--- config.mk ---
export PLATFORM = sky130hd
export DESIGN_NAME = dnn_result_unit
export DESIGN_NICKNAME = d
export VERILOG_FILES = /design/src/rtl/dnn_result_pkg.sv /design/src/rtl/dnn_argmax_scan.sv /design/src/rtl/dnn_result_unit.sv
export SDC_FILE = /design/constraint.sdc
export NUM_CORES = 1
export LEC_CHECK = 0
export BUFFER_PORTS_ARGS = -buffer_cell sky130_fd_sc_hd__buf_4
export CORE_ASPECT_RATIO = 2
export CORE_MARGIN = 5
export CORE_UTILIZATION = 46
export CTS_CLUSTER_DIAMETER = 120
export DETAILED_ROUTE_END_ITERATION = 10
export PLACE_DENSITY = 0.77
export SYNTH_ARGS = -nofsm -noshare
export SYNTH_HDL_FRONTEND = slang
export SYNTH_HIERARCHICAL = 1
export SYNTH_SLANG_ARGS = --single-unit
--- constraint.sdc ---
create_clock -name clk -period 4.7 [get_ports clk]
set_clock_uncertainty 0.1 [all_clocks]
set_input_delay 0.705 -clock clk [delete_from_list [all_inputs] [get_ports clk]]
set_output_delay 0.705 -clock clk [all_outputs]
set_load 0.05 [all_outputs]
--- src/rtl/dnn_result_pkg.sv ---
// rtl/dnn_result_pkg.sv - shared types, defaults and helpers for the dnn result readout
package dnn_result_pkg;

  typedef enum logic [1:0] {
    IDLE = 2'd0,
    SCAN = 2'd1,
    HOLD = 2'd2
  } state_t;

  localparam int DNN_DATA_WIDTH  = 12;
  localparam int DNN_NUM_CLASSES = 10;

  function automatic int idx_width(input int n);
    int w;
    w = $clog2(n);
    return (w < 1) ? 1 : w;
  endfunction

endpackage

--- src/rtl/dnn_argmax_scan.sv ---
// rtl/dnn_argmax_scan.sv - sequential argmax over a streamed score bank
// Optional runner-up tracking under DNN_RESULT_TOP2_EN.
module dnn_argmax_scan
  import dnn_result_pkg::*;
#(
  parameter int DATA_WIDTH  = DNN_DATA_WIDTH,
  parameter int NUM_CLASSES = DNN_NUM_CLASSES,
  parameter int IDX_WIDTH   = idx_width(NUM_CLASSES)
) (
  input  logic                         clk,
  input  logic                         rst,
  input  logic                         clear,
  input  logic                         start,
  input  logic                         step,
  input  logic signed [DATA_WIDTH-1:0] init_val,
  input  logic signed [DATA_WIDTH-1:0] elem,
  output logic        [IDX_WIDTH-1:0]  cnt,
  output logic                         last,
  output logic signed [DATA_WIDTH-1:0] nxt_best,
  output logic        [IDX_WIDTH-1:0]  nxt_idx
`ifdef DNN_RESULT_TOP2_EN
  ,
  output logic signed [DATA_WIDTH-1:0] nxt_second,
  output logic        [IDX_WIDTH-1:0]  nxt_idx2
`endif
);

  logic signed [DATA_WIDTH-1:0] best;
  logic        [IDX_WIDTH-1:0]  best_idx;

  assign last = (cnt == IDX_WIDTH'(NUM_CLASSES - 1));

`ifdef DNN_RESULT_TOP2_EN
  logic signed [DATA_WIDTH-1:0] second;
  logic        [IDX_WIDTH-1:0]  idx2;

  // second starts at the most negative value with index 1, so element 1 always
  // lands there unless it displaces best; ties keep the lower index
  always_comb begin
    nxt_best   = best;
    nxt_idx    = best_idx;
    nxt_second = second;
    nxt_idx2   = idx2;
    if (elem > best) begin
      nxt_best   = elem;
      nxt_idx    = cnt;
      nxt_second = best;
      nxt_idx2   = best_idx;
    end else if (elem > second) begin
      nxt_second = elem;
      nxt_idx2   = cnt;
    end
  end
`else
  always_comb begin
    nxt_best = best;
    nxt_idx  = best_idx;
    if (elem > best) begin
      nxt_best = elem;
      nxt_idx  = cnt;
    end
  end
`endif

  always_ff @(posedge clk) begin
    if (!rst || clear) begin
      cnt      <= '0;
      best     <= '0;
      best_idx <= '0;
`ifdef DNN_RESULT_TOP2_EN
      second   <= '0;
      idx2     <= '0;
`endif
    end else if (start) begin
      cnt      <= IDX_WIDTH'(1);
      best     <= init_val;
      best_idx <= '0;
`ifdef DNN_RESULT_TOP2_EN
      second   <= {1'b1, {(DATA_WIDTH-1){1'b0}}};
      idx2     <= IDX_WIDTH'(1);
`endif
    end else if (step) begin
      cnt      <= cnt + 1'b1;
      best     <= nxt_best;
      best_idx <= nxt_idx;
`ifdef DNN_RESULT_TOP2_EN
      second   <= nxt_second;
      idx2     <= nxt_idx2;
`endif
    end
  end

endmodule

--- src/rtl/dnn_result_unit.sv ---
// rtl/dnn_result_unit.sv - snapshot engine scores, find the winning class, hand it off
// Optional runner-up and margin outputs under DNN_RESULT_TOP2_EN.
module dnn_result_unit
  import dnn_result_pkg::*;
#(
  parameter int  DATA_WIDTH  = DNN_DATA_WIDTH,
  parameter int  NUM_CLASSES = DNN_NUM_CLASSES,
  parameter int  IDX_WIDTH   = idx_width(NUM_CLASSES),
  localparam int RD_WIDTH    = (IDX_WIDTH > 4) ? IDX_WIDTH : 4
) (
  input  logic                              clk,
  input  logic                              rst,
  input  logic                              clear,
  input  logic                              eng_done,
  input  logic [NUM_CLASSES*DATA_WIDTH-1:0] eng_out,
  output logic                              busy,
  output logic                              res_valid,
  input  logic                              res_ready,
  output logic [IDX_WIDTH-1:0]              res_class,
  output logic [DATA_WIDTH-1:0]             res_score,
  output logic                              overrun,
  input  logic [RD_WIDTH-1:0]               rd_idx,
  output logic [DATA_WIDTH-1:0]             rd_data
`ifdef DNN_RESULT_TOP2_EN
  ,
  output logic [IDX_WIDTH-1:0]              res_class2,
  output logic signed [DATA_WIDTH:0]        res_margin
`endif
);

  state_t                       state;
  logic                         done_d;
  logic                         rise;
  logic signed [DATA_WIDTH-1:0] bank [NUM_CLASSES];
  logic signed [DATA_WIDTH-1:0] elem;
  logic signed [DATA_WIDTH-1:0] rd_mux;
  logic        [IDX_WIDTH-1:0]  cnt;
  logic                         last;
  logic signed [DATA_WIDTH-1:0] nxt_best;
  logic        [IDX_WIDTH-1:0]  nxt_idx;
`ifdef DNN_RESULT_TOP2_EN
  logic signed [DATA_WIDTH-1:0] nxt_second;
  logic        [IDX_WIDTH-1:0]  nxt_idx2;
`endif

  assign rise = eng_done & ~done_d;

  // explicit mux loops keep out-of-range indices on bank[0]
  always_comb begin
    elem   = bank[0];
    rd_mux = bank[0];
    for (int i = 1; i < NUM_CLASSES; i++) begin
      if (cnt == IDX_WIDTH'(i))   elem   = bank[i];
      if (rd_idx == RD_WIDTH'(i)) rd_mux = bank[i];
    end
  end

  dnn_argmax_scan #(
    .DATA_WIDTH (DATA_WIDTH),
    .NUM_CLASSES(NUM_CLASSES),
    .IDX_WIDTH  (IDX_WIDTH)
  ) u_scan (
    .clk       (clk),
    .rst       (rst),
    .clear     (clear),
    .start     ((state == IDLE) && rise),
    .step      (state == SCAN),
    .init_val  ($signed(eng_out[DATA_WIDTH-1:0])),
    .elem      (elem),
    .cnt       (cnt),
    .last      (last),
    .nxt_best  (nxt_best),
    .nxt_idx   (nxt_idx)
`ifdef DNN_RESULT_TOP2_EN
    ,
    .nxt_second(nxt_second),
    .nxt_idx2  (nxt_idx2)
`endif
  );

  always_ff @(posedge clk) begin
    if (!rst || clear) begin
      state      <= IDLE;
      done_d     <= 1'b0;
      busy       <= 1'b0;
      res_valid  <= 1'b0;
      res_class  <= '0;
      res_score  <= '0;
      overrun    <= 1'b0;
      rd_data    <= '0;
      for (int i = 0; i < NUM_CLASSES; i++) bank[i] <= '0;
`ifdef DNN_RESULT_TOP2_EN
      res_class2 <= '0;
      res_margin <= '0;
`endif
    end else begin
      done_d  <= eng_done;
      rd_data <= rd_mux;
      case (state)
        IDLE: begin
          if (rise) begin
            for (int i = 0; i < NUM_CLASSES; i++)
              bank[i] <= $signed(eng_out[i*DATA_WIDTH +: DATA_WIDTH]);
            busy <= 1'b1;
            if (NUM_CLASSES == 1) begin
              state      <= HOLD;
              res_valid  <= 1'b1;
              res_class  <= '0;
              res_score  <= eng_out[DATA_WIDTH-1:0];
`ifdef DNN_RESULT_TOP2_EN
              res_class2 <= '0;
              res_margin <= '0;
`endif
            end else begin
              state <= SCAN;
            end
          end
        end
        SCAN: begin
          if (rise) overrun <= 1'b1;
          // results register on the same edge as the final compare
          if (last) begin
            state      <= HOLD;
            res_valid  <= 1'b1;
            res_class  <= nxt_idx;
            res_score  <= nxt_best;
`ifdef DNN_RESULT_TOP2_EN
            res_class2 <= nxt_idx2;
            res_margin <= {nxt_best[DATA_WIDTH-1], nxt_best}
                        - {nxt_second[DATA_WIDTH-1], nxt_second};
`endif
          end
        end
        HOLD: begin
          if (rise) overrun <= 1'b1;
          if (res_ready) begin
            state     <= IDLE;
            res_valid <= 1'b0;
            busy      <= 1'b0;
          end
        end
        default: begin
          state <= IDLE;
          busy  <= 1'b0;
        end
      endcase
    end
  end

endmodule

==> impl_results.md, run 1 <==
* Count of unique library cells instantiated by Yosys at 68
* DRC viols at 0
* CP endpoint kind: flip-flop
* Setup crit start kind: flip-flop
* Critical path origin: u_scan/cnt[3]
* First-pass GRT wire length at 54740 um
* Synth warn at 6
* Max_slew headroom at 40.29%
* CTS tree: yes
* Max-slew violation count at 0
* Vias at 9081
* Chip width at 115.2 um
* Leak at 4.730 nW
* Clk sink count at 174
* Layout Nets at 1344
* Number of synthesized flops with an enable pin at 120
* Register area share after synthesis at 46.02%
* FF-to-FF Start: u_scan/cnt[3]
* Worst-Margin Slew at 895.7 ps
* Ports at 160
* Period utilization at 94.34%
* RSZ-0062 raised after global routing: false
* WL/cell at 24.97 um
* Core area at 21970 sq um
* Initial antenna violation count at 0
* PD cells at 335.2 nW/um^2
* Syn nets at 1209
* Routability cong. at 1.020
* DRT Wirelength at 37140 um
* Setup tns final at 0 ps
* Synth top area cells: edfxtp_1, dfxtp_1, and2_1, a21oi_1, mux2i_1
* Peak VDD IR at 0.2832 mV
* Cts hold-fix bufs at 0
* PortBufs at 159
* Worst min-delay path category: flip-flop to flip-flop
* ANT nets after route at 0
* Core Util, Final at 55.78%
* Synthesized flop and latch total at 174
* Clock root buffer master: clkbuf_16
* Starting Density at 46.34%
* Ant diodes at 0
* Worst-path clk slew at 70 ps
* Mean Syn Cell Area at 9.575 sq um
* Post-CTS Setup Inserts at 0
* Area share of the largest cell type after synthesis at 35.40%
* Iter 0 DRT Violations at 750
* Synth Cell Area at 10180 sq um
* CP Max Fanout at 10
* Number of global-route vias before repair at 9190
* Final Hold Viols at 0
* Clock latency on the worst-skew pair at 450 ps
* Ratio of cells with drive above 1 in the final layout at 22.63%
* Tot GR Track Use at 29.40%
* Post-synth top flop: edfxtp_1
* Synth area leader: edfxtp_1
* Status: completed
* Max-Cap Viols at 0
* Gr ovfl total at 0
* H-tree depth at 4
* Post-DR vias/cell at 6.107
* TritonRoute pass-1 iters at 5
* Syn Inst Count at 1063
* Tmin final at 4434 ps
* Max Freq at 0.2255 GHz
* Die height at 220.4 um
* Hold Startpoint: res_score[2]
* # fillers at 1988
* WP data arrival at 4650 ps
* Num rows at 77
* CP Data Required Time at 4920 ps
* Die footprint at 25380 sq um
* Ys async rst share at 0%
* CTS buffer count at 17
* Clock buffer depth at 2
* # setup viols final at 0
* Layout area overhead at 20.37%
* DP HPWL at 28430 um
* Crit Path Category: flip-flop to flip-flop
* Pin count of the biggest net entering global routing at 67
[final cells by class]
class / instances / area (sq um) / area share, %
clock buffers: 18 / 429.2 / 3.503
clock inverters: 14 / 202.7 / 1.654
inverters: 25 / 93.84 / 0.7659
multi-input cells: 777 / 4945 / 40.36
flip-flops and latches: 174 / 4687 / 38.26
well taps: 276 / 345.3 / 2.819
repair buffers: 203 / 1549 / 12.64
[synthesized netlist by cell type, types with 10 or more instances]
cell type,number
and2_1,125
edfxtp_1,120
a21oi_1,114
nand2_1,86
nor2_1,64
o21ai_0,56
dfxtp_1,54
clkbuf_1,36
mux2i_1,34
buf_2,27
nor3_1,27
inv_1,25
o22ai_1,24
nand2b_1,21
nor2b_1,21
ha_1,17
a311o_1,13
nand3_1,13
buf_4,12
a211oi_1,11
mux2_2,10
mux2_4,10
o221ai_1,10
[critical path, stage by stage, from the launching register on]
cell and delay (ps):
dfxtp_1 590, or2_1 330, o31ai_1 120, a2111oi_1 710, buf_4 230, nor3_1 50, nor2_1 230, ha_1 310
a211oi_2 260, nor2_1 70, or3_1 390, o21ai_4 200, and2_1 220, mux2_2 350, nand2_1 70, a21oi_1 70
[placed cells by master, fill, tap and decap left out, types with 10 or more instances in the layout]
cell type | netlist | layout
mux2i_1 | 34 | 34
inv_1 | 25 | 25
a311o_1 | 13 | 13
dfxtp_1 | 54 | 52
ha_1 | 17 | 17
mux2_2 | 10 | 10
nor2b_1 | 21 | 21
edfxtp_1 | 120 | 120
and2_1 | 125 | 125
o22ai_1 | 24 | 24
clkbuf_16 | 0 | 17
o21ai_0 | 56 | 56
a211oi_1 | 11 | 11
o221ai_1 | 10 | 10
nand3_1 | 13 | 13
nand2b_1 | 21 | 21
mux2_4 | 10 | 10
buf_4 | 12 | 201
nor3_1 | 27 | 27
a21oi_1 | 114 | 114
nand2_1 | 86 | 85
nor2_1 | 64 | 63
[where the power goes]
| part | total (W) | switching (W) | internal, W |
|---|---|---|---|
| Clock | 0.00153 | 0.000632 | 0.000900 |
| Combinational | 0.000750 | 0.000429 | 0.000321 |
| Sequential | 0.00182 | 0.0000933 | 0.00173 |
| Total | 0.00411 | 0.00115 | 0.00295 |
[stage by stage]
stage          area [sq um]  total power, W  hold WS [ps]  setup slack (ps)  std cells
3_5_place_dp          11620        0.002585         353.5             152.5       1455
5_1_grt               12250        0.004232         365.4             90.29       1487
3_3_place_gp          11620        0.002580         346.3             176.1       1455
2_1_floorplan         10180        0.002271         331.3             339.9       1063
6_report              12250        0.004107         365.5             266.1       1487
4_1_cts               12250        0.004114         344.5             121.7       1487
[routing by layer]
layer | share of wire (%) | routed length, um | up-vias | GRT usage (%)
li1 | - | - | 4140 | -
met1 | 33 | 12360 | 4351 | 31.61
met2 | 53 | 19640 | 466 | 51.99
met3 | 6.1 | 2248 | 124 | 4.242
met4 | 7.8 | 2893 | 0 | 20.41
met5 | 0 | 0 | - | 0
[state kept, by name (all words and copies together), names as in the netlist]
name,flops
res_valid,1
overrun,1
u_scan/best,12
u_scan/cnt,4
res_score,12
state,2
rd_data,12
done_d,1
res_class,4
busy,1
bank,120
u_scan/best_idx,4
[logic make-up (layout without fill, tap and decap cells)]
logic type               count (synthesis)  in the layout  synth area share [%]
AND/OR/NAND/NOR                        395            395                 20.52
AO/OA/AOI/OAI                          306            306                 19.29
flip-flops                             174            174                 46.02
buffers and inverters                  112            260                 5.569
multiplexers                            56             56                 6.257
adder cells (fa/ha/maj)                 17             17                 2.090
XOR/XNOR                                 3              3                0.2582
[final timing paths]
check	to	slack (ps)	cells past startpoint
max	res_class[2]	270	15
min	res_score[2]	370	2
max reg2reg	res_class[2]	270	15
min reg2reg	res_score[2]	370	2
[timing repair]
action                                  CTS  global route
endpoints found under the setup margin    0            14
hold endpoints to repair                  0             0
resized for setup                         0             2
No activity file was read; power rests on OpenSTA's default activity.
==> run 2, diff against run 1 <==
- REMOVE_ABC_BUFFERS: not set -> 1
==> run 2 against run 1 <==
  * Final cell count fell by 1.4%
  * Sequential power barely moved
  * Flip-flop and latch count unchanged
  * Utilization decreased by 0.74 points
  * Power decreased by 3.1%
  * Largest power group unchanged
==> impl_results.md, run 2 (same netlist as run 1, synthesis figures left out) <==
* Crit Path Category: flip-flop to flip-flop
* Worst hold stages at 2 (unchanged)
* Number of global-route vias before repair at 8940 (-2.7%)
* CTS buffer count at 17 (unchanged)
* Delay-heaviest family, CP: simple AND/OR/NAND/NOR gates
* Die height at 220.4 um (unchanged)
* CP max stage cell: nor2_2
* Setup crit start kind: flip-flop
* DP HPWL at 23980 um (-16%)
* ANT nets after route at 0 (unchanged)
* FF-to-FF Start: u_scan/cnt[3]
* Routability cong. at 0.9824 (-3.7%)
* Hold Startpoint: res_class[0]
* Largest register FFs at 120 (unchanged)
* H-tree depth at 4 (unchanged)
* Setup slack after layout at 318.1 ps (+51.99 ps)
* CP Data Required Time at 4910 ps (about the same)
* Pin count of the biggest net entering global routing at 82 (+22%)
* Worst-Margin Slew at 904.6 ps (+8.943 ps)
* CP max stage delay at 690 ps (-20 ps)
* Leak at 4.622 nW (-2.3%)
* Chip width at 115.2 um (unchanged)
* First-pass GRT wire length at 49430 um (-9.7%)
* Layout Nets at 1323 (-1.6%)
* CP dominant cell by count: a21oi_1
* # setup viols final at 0 (unchanged)
* Gr ovfl total at 0 (unchanged)
* Layout area overhead at 18.77%
* # fillers at 1995 (+0.35%)
* CP Max Fanout at 15 (+5)
* DRT Wirelength at 32620 um (-12%)
* Die footprint at 25380 sq um (unchanged)
* CP endpoint kind: flip-flop
* CP Buf/Inv Count at 0 (-1)
* DRC viols at 0 (unchanged)
* Tot GR Track Use at 25.84% (-3.6 points)
* Filler-free cell count of the finished design at 1466 (-1.4%)
* Top reg by flops: bank
* WHS Endpoint: res_class[0]
* Reg2reg setup slack at 320 ps (+50 ps)
* Clk sink count at 174 (unchanged)
* Pre-CTS setup slack at 439.2 ps (+286.7 ps)
* PortBufs at 159 (unchanged)
* Placement Cell Area at 11460 sq um (-1.4%)
* CTS tree: yes
* Ant diodes at 0 (unchanged)
* Initial antenna violation count at 0 (unchanged)
* Core area at 21970 sq um (unchanged)
* Leading cell type in the layout, fill and taps excluded: buf_4
* Max Freq at 0.2282 GHz (+1.2%)
* Critical path depth at 14 (-1)
* Iter 0 DRT Violations at 628 (-16%)
* Status: completed
* Clock root buffer master: clkbuf_16
* Worst-path clk slew at 60 ps (about the same)
* Post-DR vias/cell at 6.040 (-1.1%)
* Worst reg2reg endpoint: res_class[2]
* Peak VDD IR at 0.2792 mV (-1.4%)
* Num rows at 77 (unchanged)
* FF-to-FF path depth at 14 (-1)
* Most frequent cells in the layout: buf_4, and2_1, edfxtp_1
* Final Hold Viols at 0 (unchanged)
* Vias at 8855 (-2.5%)
* Tmin final at 4382 ps (-51.99 ps)
* RSZ-0062 raised after global routing: true
* Starting Density at 46.34% (unchanged)
* Critical-path cell list: nor2_2 > nor2_1 > a2111oi_0 > o211ai_1 > o21ai_1 > ha_1 > a21oi_1 > o21ai_0 > or3_1 > o21ai_4 > and2_1 > mux2_2 > nand2_1 > a21oi_1
* Placed cells at 1434 (-1.4%)
* Max-slew violation count at 0 (unchanged)
* Max-Cap Viols at 0 (unchanged)
* Ratio of cells with drive above 1 in the final layout at 21.18% (-1.4 points)
* WL/cell at 22.25 um (-11%)
* Worst min-delay path category: flip-flop to flip-flop
* Final Cell Area at 12090 sq um (-1.3%)
* TritonRoute pass-1 iters at 5 (unchanged)
* Clock buffer depth at 2 (unchanged)
* Max_slew headroom at 39.69% (-0.60 points)
* PD cells at 329.0 nW/um^2 (-1.8%)
* WP data arrival at 4600 ps (-50 ps)
* Period utilization at 93.23% (-1.1 points)
* Ports at 160 (unchanged)
* Clock latency on the worst-skew pair at 440 ps (about the same)
-- run 2: worst register-to-register path: cells and delay by family (launching register included) --
family                     cells  cell delay, ps
and+or+nand+nor                5            1540
AOI/OAI and AO/OA              7            1430
DFF                            1             480
muxes                          1             380
adders and majority gates      1             340
-- run 2: routing by layer --
metal  vias up  share of wire [%]  track usage (%)
li1       4105                  -                -
met1      4182                 34            28.04
met2       452                 54            46.71
met3       116                6.7            4.297
met4         0                5.2            14.49
met5         -                  0                0
-- run 2: layout make-up --
type	instances	area, sq um	area share (%)
clock buffer	22	464.2	3.840
tap	276	345.3	2.857
multi-input combinational	777	4947	40.92
sequential	174	4688	38.78
timing repair buffer	182	1391	11.51
inverter	25	93.84	0.7762
clock inverter	10	158.9	1.314
-- run 2: worst max path at each step --
stage,from,end,slack (ps)
after floorplan,u_scan/cnt[1],res_class[2],-370
after global placement,u_scan/cnt[3],res_class[3],450
after detailed placement,u_scan/cnt[3],res_score[5],440
after CTS,u_scan/cnt[3],res_class[3],400
after global routing,u_scan/cnt[3],res_class[2],-5
final,u_scan/cnt[3],res_class[2],320
-- run 2: repair_timing --
item / in CTS / in global routing
gates resized for setup: 0 / 2
endpoints found under the setup margin: 0 / 5
buffers inserted: 0 / 0
hold buffers: 0 / 0
-- run 2: power breakdown --
| part | switching [W] | leakage [nW] | internal, W |
|---|---|---|---|
| sequential | 0.0000755 | 1.81 | 0.00173 |
| combinational | 0.000391 | 2.50 | 0.000288 |
| clock | 0.000574 | 0.303 | 0.000917 |
-- run 2: metrics by stage --
step | hold slack, ps | power, W | TNS [ps] | util [%]
after detailed placement | 349.7 | 0.002501 | 0 | 52.17
final | 364.0 | 0.003978 | 0 | 55.04
after CTS | 365.2 | 0.003991 | 0 | 55.01
after global placement | 348.6 | 0.002496 | 0 | 52.17
after global routing | 381.9 | 0.004118 | -5.366 | 55.04
after floorplan | 331.3 | 0.002209 | -3988 | -
